<file path="src/rtl/cla_sub_pipe_pkg.sv">
// Purpose: shared widths, pipeline stage record and overflow helper for the CLA subtractor.
// Latency: n/a (types and constants only).
// Backpressure: n/a.
package cla_pkg;

    localparam int SLICE_W = 4;
    localparam int N_SLICE = 4;
    localparam int W       = SLICE_W * N_SLICE;

    // One pipeline stage. The borrow (inverted carry) is stored rather than the
    // carry so that an all-zero reset image already reads as bout=0.
    typedef struct packed {
        logic         vld;    // stage holds a live operation
        logic [W-1:0] d;      // result bits computed so far, upper bits zero
        logic         bw;     // borrow out of the last computed slice (= ~carry)
        logic [W-1:0] a;      // minuend; bits above the computed slices still pending
        logic [W-1:0] b;      // subtrahend; bits above the computed slices still pending
        logic         a_sgn;  // a[W-1], carried along for overflow
        logic         b_sgn;  // b[W-1], carried along for overflow
    } stage_t;

    // Signed overflow of a - b: operands of opposite sign and the result sign
    // disagrees with the minuend.
    function automatic logic sub_ovf(input logic a_sgn, input logic b_sgn, input logic d_sgn);
        return (a_sgn != b_sgn) && (d_sgn != a_sgn);
    endfunction

endpackage

</file>
<file path="src/rtl/cla4_slice.sv">
// Purpose: combinational 4-bit carry-lookahead adder slice (sum = a + b + cin).
// Latency: 0 cycles, purely combinational.
// Backpressure: none; the enclosing stage register decides when results are captured.
module cla4_slice
    import cla_pkg::*;
(
    input  logic [SLICE_W-1:0] a,
    input  logic [SLICE_W-1:0] b,
    input  logic               cin,
    output logic [SLICE_W-1:0] sum,
    output logic               cout
);

    logic [SLICE_W-1:0] g;
    logic [SLICE_W-1:0] p;
    logic [SLICE_W:0]   c;

    // Generate/propagate terms and fully flattened lookahead carries.
    always_comb begin
        g    = a & b;
        p    = a ^ b;
        c[0] = cin;
        c[1] = g[0] | (p[0] & cin);
        c[2] = g[1] | (p[1] & g[0]) | (p[1] & p[0] & cin);
        c[3] = g[2] | (p[2] & g[1]) | (p[2] & p[1] & g[0]) | (p[2] & p[1] & p[0] & cin);
        c[4] = g[3] | (p[3] & g[2]) | (p[3] & p[2] & g[1]) | (p[3] & p[2] & p[1] & g[0])
             | (p[3] & p[2] & p[1] & p[0] & cin);
        sum  = p ^ c[SLICE_W-1:0];
        cout = c[SLICE_W];
    end

endmodule

</file>
<file path="src/rtl/cla_sub_pipe.sv">
// Purpose: 16-bit pipelined a - b - bin, one 4-bit CLA slice per stage, borrow registered between stages.
// Latency: 4 cycles from accept to out_valid; sustains one operation per cycle.
// Backpressure: per-stage valid/ready, bubbles collapse; in_ready follows out_ready combinationally when full.
module cla_sub_pipe
    import cla_pkg::*;
(
    input  logic         clk,
    input  logic         rst,
    input  logic         in_valid,
    output logic         in_ready,
    input  logic [W-1:0] a,
    input  logic [W-1:0] b,
    input  logic         bin,
    output logic         out_valid,
    input  logic         out_ready,
    output logic [W-1:0] diff,
    output logic         bout,
    output logic         ovf
);

    stage_t             st     [N_SLICE];
    logic [N_SLICE-1:0] vld;
    logic [N_SLICE-1:0] rdy;

    logic [SLICE_W-1:0] sl_a   [N_SLICE];
    logic [SLICE_W-1:0] sl_b   [N_SLICE];
    logic [SLICE_W-1:0] sl_sum [N_SLICE];
    logic [N_SLICE-1:0] sl_cin;
    logic [N_SLICE-1:0] sl_cout;

    logic               unused_ops;

    genvar gi;
    generate
        for (gi = 0; gi < N_SLICE; gi++) begin : g_stage
            assign vld[gi] = st[gi].vld;

            // A stage can take new data if it or any stage downstream has a hole,
            // or the sink is draining; written in closed form to keep the chain acyclic.
            assign rdy[gi] = out_ready | ~(&vld[N_SLICE-1:gi]);

            // Subtraction as addition: b is inverted here, borrow-in becomes carry-in.
            if (gi == 0) begin : g_first
                assign sl_a[gi]   = a[SLICE_W-1:0];
                assign sl_b[gi]   = ~b[SLICE_W-1:0];
                assign sl_cin[gi] = ~bin;
            end else begin : g_rest
                assign sl_a[gi]   = st[gi-1].a[gi*SLICE_W +: SLICE_W];
                assign sl_b[gi]   = ~st[gi-1].b[gi*SLICE_W +: SLICE_W];
                assign sl_cin[gi] = ~st[gi-1].bw;
            end

            cla4_slice u_slice (
                .a    (sl_a[gi]),
                .b    (sl_b[gi]),
                .cin  (sl_cin[gi]),
                .sum  (sl_sum[gi]),
                .cout (sl_cout[gi])
            );
        end
    endgenerate

    assign in_ready = rdy[0] & ~rst;

    // Advance each ready stage from its upstream neighbour; data only moves with a live op.
    always_ff @(posedge clk) begin
        if (rst) begin
            for (int i = 0; i < N_SLICE; i++) begin
                st[i] <= '0;
            end
        end else begin
            if (rdy[0]) begin
                st[0].vld <= in_valid;
                if (in_valid) begin
                    st[0].d     <= W'(sl_sum[0]);
                    st[0].bw    <= ~sl_cout[0];
                    st[0].a     <= a;
                    st[0].b     <= b;
                    st[0].a_sgn <= a[W-1];
                    st[0].b_sgn <= b[W-1];
                end
            end
            for (int i = 1; i < N_SLICE; i++) begin
                if (rdy[i]) begin
                    st[i].vld <= st[i-1].vld;
                    if (st[i-1].vld) begin
                        st[i].d     <= st[i-1].d | (W'(sl_sum[i]) << (i * SLICE_W));
                        st[i].bw    <= ~sl_cout[i];
                        st[i].a     <= st[i-1].a;
                        st[i].b     <= st[i-1].b;
                        st[i].a_sgn <= st[i-1].a_sgn;
                        st[i].b_sgn <= st[i-1].b_sgn;
                    end
                end
            end
        end
    end

    // Output view of the last stage; held by the stage itself while stalled.
    always_comb begin
        out_valid = st[N_SLICE-1].vld;
        diff      = st[N_SLICE-1].d;
        bout      = st[N_SLICE-1].bw;
        ovf       = sub_ovf(st[N_SLICE-1].a_sgn, st[N_SLICE-1].b_sgn, st[N_SLICE-1].d[W-1]);
    end

    // Operand bits already consumed by earlier slices are carried for simplicity
    // and trimmed by synthesis; folded here so they are not read as dangling.
    always_comb begin
        unused_ops = 1'b0;
        for (int i = 0; i < N_SLICE; i++) begin
            unused_ops = unused_ops ^ (^{st[i].a, st[i].b});
        end
    end

endmodule

</file>
<file path="config.mk">
export PLATFORM = sky130hd
export DESIGN_NAME = cla_sub_pipe
export DESIGN_NICKNAME = d
export VERILOG_FILES = /design/src/rtl/cla_sub_pipe_pkg.sv /design/src/rtl/cla4_slice.sv /design/src/rtl/cla_sub_pipe.sv
export SDC_FILE = /design/constraint.sdc
export NUM_CORES = 1
export LEC_CHECK = 0
export BUFFER_PORTS_ARGS = -buffer_cell sky130_fd_sc_hd__buf_4
export CAP_MARGIN = 5
export CELL_PAD_IN_SITES_DETAIL_PLACEMENT = 0
export CELL_PAD_IN_SITES_GLOBAL_PLACEMENT = 2
export CORE_MARGIN = 2
export CORE_UTILIZATION = 40
export DETAILED_ROUTE_END_ITERATION = 10
export PLACE_DENSITY = 0.77
export SYNTH_ARGS = -nofsm -noshare
export SYNTH_HDL_FRONTEND = slang
export SYNTH_HIERARCHICAL = 1
export SYNTH_SLANG_ARGS = --single-unit
</file>
<file path="constraint.sdc">
create_clock -name clk -period 5.5 [get_ports clk]
set_input_delay 1.1 -clock clk [delete_from_list [all_inputs] [get_ports clk]]
set_output_delay 1.1 -clock clk [all_outputs]
set_load 0.02 [all_outputs]
</file>
==> qor.yml, run 1 <==
floorplanning:
  fp.dieH_um: 115
  die-area_mm2: 0.0133
  initial_core_util_pct: 41.1
  core_mm2: 0.0120
  fp.dieW_um: 115
  ios: 57
  rows: 40
sta:
  min_period_over_period_pct: 63.8
  rsz0062_at_grt: "no"
  tightest_slew_ns: 1.20
  finalSetupViolations: 0
  fin_skew_ns: 0.00459
  report.final.hold_viol_count: 0
  relSlewSlack_pct: 20.2
  max_freq_mhz: 285
  holdWs_ns: 0.573
  period_needed_ns: 3.51
  setup_tns_ns: 0
  maxSlewViolCount: 0
clock_network:
  clock_sinks: 98
  h-tree-depth: 3
  numCtsBuffers: 9
  cts.reportedPaths.clkPinSlew_ns: 0.07
  clk_latency_ns: 0.34
  hold_buffers: 0
  post_cts_buffers: 0
  cts.path.max_buffers: 2
  ctsResizeCount: 0
  cts_tree: "done"
  cts_root_buffer: "clkbuf_16"
yosys:
  synth_cell_types: 33
  syn_area_per_cell_um2: 13.1
  synth_seq_cells: 98
  syn_inst: 377
  synthesis.nets: 434
  synth_area_mm2: 0.00494
  synth_seq_area_share_pct: 59.6
  yosysWarnings: 6
layout:
  nets: 463
  n_antenna_cell: 0
  syn_to_final_growth_pct: 14.2
  top_register: "st"
  stdcell_count: 557
  drive_gt1_share_pct: 23.2
  top_regs: "st: 98 flops"
  largest_reg_flops: 98
setup_path:
  critPathArrivalTime_ns: 2.41
  crit_fanout: 58
  endpoint_kind: "output port"
  crit_type: "primary input to output port"
  crit_required_ns: 4.40
  start_kind: "primary input"
pwr:
  p_per_area_mw_per_mm2: 311
  max-vdd-ir-drop_mv: 0.132
  p_leak_uw: 0.00230
drt:
  drt_first_pass_iters: 5
  antenna_left: 0
  vias_per_cell: 4.68
  drt_iter0_drc: 180
  vias: 2609
  drt_drc_violations_left: 0
  wirelength_um: 7010
  wl_per_cell_um: 12.6
placement:
  placed_cells: 542
  place_congestion: 0.699
  place_hpwl_um: 4740
  io_buffers: 56
job:
  maxCapViolations: 0
global_route:
  grt_pass1_vias: 2557
  grt_usage_pct: 11.9
  grt_pass1_wl_um: 12400
  antenna_found_initial: 0
  grt_max_degree: 59
  grt_overflow_total: 0
outcome:
  outcome: "finished, final reports clean"
min_path:
  hold_path_class: "register to register"
-- layer usage --
layer	global-route usage [%]	up-vias	wire length, um
li1	-	1361	-
met1	17.8	1179	3780
met2	16.3	59	2810
met3	3.11	10	318
met4	5.06	0	103
met5	0	-	0
-- kinds of logic (layout without fill, tap and decap cells) --
family | Yosys count | after routing | share of synthesized area, %
fa+ha+maj | 20 | 20 | 5.67
buf+inv | 109 | 142 | 10.7
xor+xnor | 12 | 12 | 2.13
flops | 98 | 98 | 59.6
simple gates | 82 | 82 | 13.6
compound gates | 56 | 56 | 8.28
-- critical path: stages --
cell	delay (ns)
buf_4	0.13
and4b_2	0.26
buf_4	0.53
a21oi_1	0.15
buf_4	0.21
-- worst paths after layout --
check	startpoint	depth (start not counted)	slack (ns)	endpoint
worst min-delay path	st[0][35]	1	0.57	st[0][75]
worst max register to register	st[0][39]	2	3.07	st[0][32]
worst max-delay path	out_ready	5	1.99	in_ready
worst min register to register	st[0][35]	1	0.57	st[0][75]
-- cell usage in the layout (no fill, tap or decap), drive strengths merged --
cell type  count
a21oi          6
nand4b         1
nand3b         2
and3b          1
or2            1
edfxtp        98
nor2b          1
a211oi        29
nor3           4
clkbuf         9
nor3b         61
a31o           4
nor2           3
clkinvlp       2
a21o          13
nand2b         6
xor2           4
inv           67
o21ai          1
o21bai         2
o22a           1
and4b          1
xnor2          8
bufinv         3
fa             4
buf           61
or2b           1
ha            16
-- stage by stage --
step / util, % / setup WS [ns] / total power, uW / cell area (um^2)
detailed placement: 44.1 / 2.00 / 1070 / 5300
CTS: 47.0 / 1.99 / 1770 / 5640
floorplan: - / 2.37 / 1020 / 4940
global placement: 44.1 / 2.00 / 1070 / 5300
finish: 47.0 / 1.99 / 1760 / 5640
global route: 47.0 / 1.87 / 1830 / 5640
-- final cells by class --
| class | count | area [um^2] |
|---|---|---|
| flip-flops and latches | 98 | 2940 |
| clock inverters | 6 | 114 |
| clock buffers | 9 | 225 |
| well taps | 147 | 184 |
| fillers | 1089 | 6370 |
| multi-input cells | 170 | 1470 |
| inverters | 66 | 248 |
| repair buffers | 61 | 458 |
-- power by group --
group	internal (uW)	leakage [uW]	switching (uW)	total, uW
Sequential	867	0.00106	15.1	882
Combinational	84.7	0.00107	83.2	168
Clock	443	0.000158	264	707
-- cell usage after synthesis (all sizes together) --
library cell | n | share of area [%]
or2b | 1 | 0.15
nand2b | 6 | 0.76
nand3b | 2 | 0.30
o21bai | 2 | 0.30
nor3 | 4 | 0.51
or2 | 1 | 0.13
nand4b | 1 | 0.18
ha | 16 | 4.1
fa | 4 | 1.6
edfxtp | 98 | 60
xnor2 | 8 | 1.4
nor2b | 1 | 0.13
clkbuf | 8 | 0.63
o22a | 1 | 0.18
nor3b | 61 | 11
buf | 35 | 5.1
a21oi | 6 | 0.61
xor2 | 4 | 0.71
a31o | 4 | 0.71
nor2 | 3 | 0.23
inv | 66 | 5.0
and4b | 1 | 0.20
and3b | 1 | 0.18
o21ai | 1 | 0.10
a211oi | 29 | 4.4
a21o | 13 | 2.0
No activity file was read; power rests on OpenSTA's default activity.
==> run 2: changes to the inputs <==
--- a/config.mk
+++ b/config.mk
@@ -10,9 +10,9 @@
 export CELL_PAD_IN_SITES_DETAIL_PLACEMENT = 0
 export CELL_PAD_IN_SITES_GLOBAL_PLACEMENT = 2
 export CORE_MARGIN = 2
-export CORE_UTILIZATION = 40
+export CORE_UTILIZATION = 37
 export DETAILED_ROUTE_END_ITERATION = 10
-export PLACE_DENSITY = 0.77
+export PLACE_DENSITY = 0.75
 export SYNTH_ARGS = -nofsm -noshare
 export SYNTH_HDL_FRONTEND = slang
 export SYNTH_HIERARCHICAL = 1
==> constraint.sdc (replaced) <==
create_clock -name clk -period 3.2 [get_ports clk]
set_input_delay 0.64 -clock clk [delete_from_list [all_inputs] [get_ports clk]]
set_output_delay 0.64 -clock clk [all_outputs]
set_load 0.02 [all_outputs]
==> qor.yml, run 2 (synthesis results as in run 1) <==
sta:
  period_needed_ns: 2.18
  min_period_over_period_pct: 68.2
  maxSlewViolCount: 0  # unchanged
  report.final.hold_viol_count: 0  # unchanged
  fin_ws_ns: 1.02  # -0.972 ns
  tightest_slew_ns: 0.898  # -0.299 ns
  fin_skew_ns: 0.00663  # +0.00204 ns
  max_freq_mhz: 458
  finalSetupViolations: 0  # unchanged
  relSlewSlack_pct: 40.1  # +20 points
  rsz0062_at_grt: "no"
  setup_tns_ns: 0  # unchanged
global_route:
  grt_pass1_vias: 2503  # -2.1%
  grt_pass1_wl_um: 12200  # -1.9%
  antenna_found_initial: 0  # unchanged
  grt_usage_pct: 10.6  # -1.3 points
  grt_max_degree: 58  # -1.7%
  grt_overflow_total: 0  # unchanged
drt:
  wirelength_um: 7020  # +0.14%
  wl_per_cell_um: 11.9  # -5.3%
  vias: 2625  # +0.61%
  drt_iter0_drc: 134  # -26%
  met2_length_um: 2840  # +0.92%
  routed.top_layer: "met4"
  drt_first_pass_iters: 4  # -1
  vias_per_cell: 4.46  # -4.9%
  drt_drc_violations_left: 0  # unchanged
  antenna_left: 0  # unchanged
  wl_met1_um: 3700  # -2.0%
  wl_met3_um: 378  # +19%
setup_path:
  reg2reg_from: "st[0][195]"
  crit_fanout: 6  # -90%
  crit_required_ns: 2.56  # -1.84 ns
  crit_type: "register to output port"
  worst_r2r_path_depth: 3  # +1
  endpoint_kind: "output port"
  reg2reg_slack_ns: 1.33  # -1.74 ns
  critPathArrivalTime_ns: 1.54  # -0.87 ns
  start_kind: "register"
  worst_r2r_endpoint: "st[0][179]"
layout:
  syn_to_final_growth_pct: 14.2  # about the same
  top_regs: "st: 98 flops"
  stdcell_count: 589  # +5.7%
  n_antenna_cell: 0  # unchanged
  area.sequential_mm2: 0.00294  # unchanged
  layout.cells.most_common_list: "98 x edfxtp_1, 66 x inv_1, 63 x buf_4"
  largest_reg_flops: 98  # unchanged
  drive_gt1_share_pct: 23.7  # +0.56 points
  fillers: 1241  # +14%
  top_register: "st"
  final_common_cell: "edfxtp_1"
  nets: 465  # +0.43%
  multi_input_area_mm2: 0.00147  # +0.26%
pwr:
  p_int_uw: 2180  # +56%
  p_leak_uw: 0.00229  # -0.42%
  p_per_area_mw_per_mm2: 500  # +60%
  max-vdd-ir-drop_mv: 0.275  # +110%
  sw_frac_of_total_pct: 22.7  # +2.1 points
  p_seq_share_pct: 53.6  # +3.4 points
  power.switching_uw: 640  # +77%
  combPwrFrac_pct: 10.4  # +0.8 points
  power_uw: 2820  # +60%
  pwr-share-clk_pct: 36.0  # -4.2 points
floorplanning:
  fp.dieW_um: 120  # +3.8%
  ios: 57  # unchanged
  die-area_mm2: 0.0143  # +7.8%
  core_mm2: 0.0131  # +9.4%
  rows: 42  # +5.0%
  fp.dieH_um: 120  # +3.8%
  initial_core_util_pct: 37.6  # -3.5 points
outcome:
  outcome: "finished, final reports clean"
clock_network:
  cts.reportedPaths.clkPinSlew_ns: 0.07  # about the same
  clk_latency_ns: 0.34  # about the same
  clock_sinks: 98  # unchanged
  hold_buffers: 0  # unchanged
  post_cts_buffers: 0  # unchanged
  cts.path.max_buffers: 2  # unchanged
  cts_tree: "done"
  ctsResizeCount: 0  # unchanged
  h-tree-depth: 3  # unchanged
  cts_root_buffer: "clkbuf_16"
  numCtsBuffers: 9  # unchanged
min_path:
  whs_endpoint: "st[0][71]"
  hp-start: "st[0][31]"
  whs_path_depth: 1  # unchanged
  hold_path_class: "register to register"
job:
  maxCapViolations: 0  # unchanged
placement:
  place_hpwl_um: 5000  # +5.6%
  io_buffers: 56  # unchanged
  place_congestion: 0.689  # -1.3%
  placed_cells: 573  # +5.7%
  place_ws_ns: 1.11  # -0.889 ns
run 2: cell count changes in the layout (fill, tap and decap cells not counted):
cell / change
buf_4: +2
bufinv_16: -3
clkinv_1: +1
clkinvlp_4: -1
inv_6: +3
inv_8: +1
o21bai_1: -1
o21bai_2: +1
run 2: final cells by class:
class,instances,area share [%]
Sequential cell,98,52.2
Multi-Input combinational cell,170,26.1
Timing Repair Buffer,63,8.39
Inverter,66,4.39
Clock buffer,9,3.99
Tap cell,176,3.90
Clock inverter,7,1.02
run 2: power by group through the flow:
stage / registers, uW / clock network [uW] / logic, uW
2_1_floorplan: 1530 / 0 / 220
3_3_place_gp: 1540 / 0 / 296
3_5_place_dp: 1540 / 0 / 297
4_1_cts: 1510 / 1050 / 299
5_1_grt: 1520 / 1110 / 329
6_report: 1510 / 1010 / 293
run 2: how the worst max path moves through the flow:
stage          cells past startpoint       start  slack (ns)    endpoint
2_1_floorplan                      4   out_ready        0.68  st[0][106]
3_3_place_gp                       4         rst        1.13   st[0][10]
3_5_place_dp                       4         rst        1.11   st[0][11]
4_1_cts                            3  st[0][143]        1.02    in_ready
5_1_grt                            3  st[0][195]        0.95    in_ready
6_report                           3  st[0][143]        1.02    in_ready
run 2: worst max-delay path: stages (launching register included):
cell	delay, ns
edfxtp_1	0.47
and4b_2	0.29
a21oi_1	0.25
buf_4	0.19
run 2: metal layers:
metal	vias up	GRT usage [%]
li1	1379	-
met1	1167	15.7
met2	68	15.0
met3	11	3.23
met4	0	3.31
met5	-	0
run 2: stage by stage:
step	utilization (%)	hold WS [ns]	area [um^2]
final	42.9	0.578	5640
after global routing	42.9	0.616	5640
after CTS	42.9	0.579	5640
after detailed placement	40.8	0.552	5360
after global placement	40.8	0.557	5360
after floorplan	-	0.537	4940
==> run 3: changes to the inputs <==
--- a/config.mk
+++ b/config.mk
@@ -5,14 +5,15 @@
 export SDC_FILE = /design/constraint.sdc
 export NUM_CORES = 1
 export LEC_CHECK = 0
+export ABC_AREA = 1
 export BUFFER_PORTS_ARGS = -buffer_cell sky130_fd_sc_hd__buf_4
 export CAP_MARGIN = 5
 export CELL_PAD_IN_SITES_DETAIL_PLACEMENT = 0
 export CELL_PAD_IN_SITES_GLOBAL_PLACEMENT = 2
 export CORE_MARGIN = 2
-export CORE_UTILIZATION = 37
+export CORE_UTILIZATION = 33
 export DETAILED_ROUTE_END_ITERATION = 10
-export PLACE_DENSITY = 0.75
+export PLACE_DENSITY = 0.73
 export SYNTH_ARGS = -nofsm -noshare
 export SYNTH_HDL_FRONTEND = slang
 export SYNTH_HIERARCHICAL = 1
==> constraint.sdc (replaced) <==
create_clock -name clk -period 1.9 [get_ports clk]
set_input_delay 0.38 -clock clk [delete_from_list [all_inputs] [get_ports clk]]
set_output_delay 0.38 -clock clk [all_outputs]
set_load 0.02 [all_outputs]
==> qor.yml, run 3 <==
yosys:
  synth_edf_count: 98  # unchanged
  synthesis.nets: 546  # +26%
  ys_top_cells_by_count: "148 x inv_1, 100 x nor2_1, 98 x edfxtp_1, 50 x nand2_1, 20 x nand3_1"
  synth_top_area_share_pct: 60.9  # +1.3 points
  synth_ff_type: "edfxtp_1"
  syn_inst: 489  # +30%
  async_flop_share_pct: 0  # unchanged
  synth_seq_area_share_pct: 60.9  # +1.3 points
  syn_area_per_cell_um2: 9.89  # -25%
  synth_seq_cells: 98  # unchanged
  synth.area.top_cells: "edfxtp_1 61%, inv_1 11%, nor2_1 7.8%, ha_1 4.1%, nand2_1 3.9%"
  synth_most_common_cell: "inv_1"
  synth_area_mm2: 0.00484  # -2.1%
  yosysWarnings: 6  # unchanged
  yosysTopAreaCell: "edfxtp_1"
  synth_cell_types: 18  # -45%
sta:
  relSlewSlack_pct: 80.2  # +40 points
  setup_tns_ns: 0  # unchanged
  maxSlewViolCount: 0  # unchanged
  max_freq_mhz: 567
  rsz0062_at_grt: "no"
  tightest_slew_ns: 0.297  # -0.601 ns
  report.final.hold_viol_count: 0  # unchanged
  period_needed_ns: 1.76
  fin_skew_ns: 0.0118  # +0.00515 ns
  min_period_over_period_pct: 92.8
  finalSetupViolations: 0  # unchanged
layout:
  fin_area_mm2: 0.00568  # +0.62%
  drive_gt1_share_pct: 16.4  # -7.3 points
  top_register: "st"
  stdcell_count: 732  # +24%
  layout.cells.most_common_list: "148 x inv_1, 100 x nor2_1, 98 x edfxtp_1"
  nets: 601  # +29%
  n_antenna_cell: 0  # unchanged
  top_regs: "st: 98 flops"
  final_common_cell: "inv_1"
  syn_to_final_growth_pct: 17.4
  largest_reg_flops: 98  # unchanged
setup_path:
  path_buf_inv: 2  # +1
  crit_type: "register to output port"
  path_cells: "nand2_1 -> nor2_4 -> nand2_1 -> inv_1 -> nor2_1 -> buf_4"
  start_kind: "register"
  max_stage_delay_ns: 0.42  # -0.05 ns
  endpoint_kind: "output port"
  cp_top_family: "flip-flops"
  crit_fanout: 5  # -1
  path_common_cell: "nand2_1"
  critPathArrivalTime_ns: 1.38  # -0.16 ns
  crit_required_ns: 1.52  # -1.04 ns
  critPathSlowestCell: "edfxtp_1"
placement:
  place_area_mm2: 0.00537  # +0.19%
  io_buffers: 56  # unchanged
  place_hpwl_um: 4890  # -2.2%
  placed_cells: 715  # +25%
  place_congestion: 0.726  # +5.3%
outcome:
  outcome: "finished, final reports clean"
global_route:
  antenna_found_initial: 0  # unchanged
  grt_pass1_vias: 2706  # +8.1%
  grt_max_degree: 26  # -55%
  grt_overflow_total: 0  # unchanged
  grt_usage_pct: 9.11  # -1.5 points
  grt_pass1_wl_um: 11900  # -1.7%
drt:
  wl_per_cell_um: 8.71  # -27%
  vias: 2753  # +4.9%
  drt_drc_violations_left: 0  # unchanged
  drt_first_pass_iters: 6  # +2
  drt_iter0_drc: 104  # -22%
  antenna_left: 0  # unchanged
  wirelength_um: 6370  # -9.2%
  vias_per_cell: 3.76  # -16%
job:
  maxCapViolations: 0  # unchanged
clock_network:
  numCtsBuffers: 9  # unchanged
  clk_latency_ns: 0.33  # about the same
  cts_root_buffer: "clkbuf_16"
  clock_sinks: 98  # unchanged
  ctsResizeCount: 0  # unchanged
  h-tree-depth: 3  # unchanged
  cts_tree: "done"
  cts.path.max_buffers: 2  # unchanged
  cts.reportedPaths.clkPinSlew_ns: 0.07  # about the same
floorplanning:
  fp.dieW_um: 125  # +4.6%
  core_mm2: 0.0144  # +9.8%
  initial_core_util_pct: 33.5  # -4.1 points
  fp.dieH_um: 125  # +4.6%
  die-area_mm2: 0.0156  # +9.4%
  rows: 44  # +4.8%
  ios: 57  # unchanged
pwr:
  p_leak_uw: 0.00274  # +20%
  p_per_area_mw_per_mm2: 852  # +70%
  max-vdd-ir-drop_mv: 0.543  # +97%
  power_uw: 4830  # +72%
min_path:
  hold_path_class: "primary input to register"
## run 3: worst register-to-register path, stage by stage, from the launching register on
cell and delay (ns):
edfxtp_1 0.38, ha_1 0.36, or2_0 0.21, nand2_1 0.08
nand2_1 0.05, nand2_1 0.05, nand2_1 0.05, inv_1 0.05
nor2_1 0.03
## run 3: cell families (layout without fill, tap and decap cells)
group	count (synthesis)	in the layout	share of synthesized area [%]
compound gates	5	5	0.517
xor+xnor	4	4	0.724
fa+ha+maj	20	20	5.80
buf+inv	174	233	15.8
flops	98	98	60.9
simple gates	188	188	16.3
## run 3: metrics by stage
stage | worst slack (ns) | util [%] | hold WS [ns]
floorplan | 0.0371 | - | 0.519
global placement | 0.310 | 37.2 | 0.539
detailed placement | 0.303 | 37.2 | 0.530
CTS | 0.0899 | 39.2 | 0.327
global route | 0.0191 | 39.3 | 0.326
finish | 0.137 | 39.3 | 0.339
## run 3: final cells by class
type                    instances  area [um^2]
repair buffers                 70          526
multi-input cells             217         1130
flip-flops and latches         98         2940
well taps                     184          230
clock buffers                  10          229
clock inverters                 5         63.8
inverters                     148          556
fillers                      1463         8750
## run 3: worst paths after layout
kind | start | to | slack, ns | cells past startpoint
setup reg to reg | st[0][24] | st[0][82] | 0.39 | 8
hold / removal | b[5] | st[0][7] | 0.34 | 3
setup / recovery | st[0][195] | in_ready | 0.14 | 6
hold reg to reg | st[0][16] | st[0][56] | 0.55 | 2
## run 3: power by group
part | total, uW | switching, uW | internal, uW
sequential | 2540 | 35.2 | 2510
combinational | 539 | 312 | 227
clock | 1750 | 727 | 1020
total | 4830 | 1070 | 3760
## run 3: what timing repair did
item | 4_1_cts | 5_1_grt
buffers inserted | 0 | 2
hold buffers | 0 | 0
setup endpoints to repair | 0 | 1
endpoints found under the hold margin | 0 | 0
## run 3: per-layer routing
metal	vias to the layer above	track usage, %	wire length (um)
met4	0	4.51	68
met3	2	2.57	334
met5	-	0	0
met2	61	13.0	2620
met1	1119	12.7	3350
li1	1571	-	-
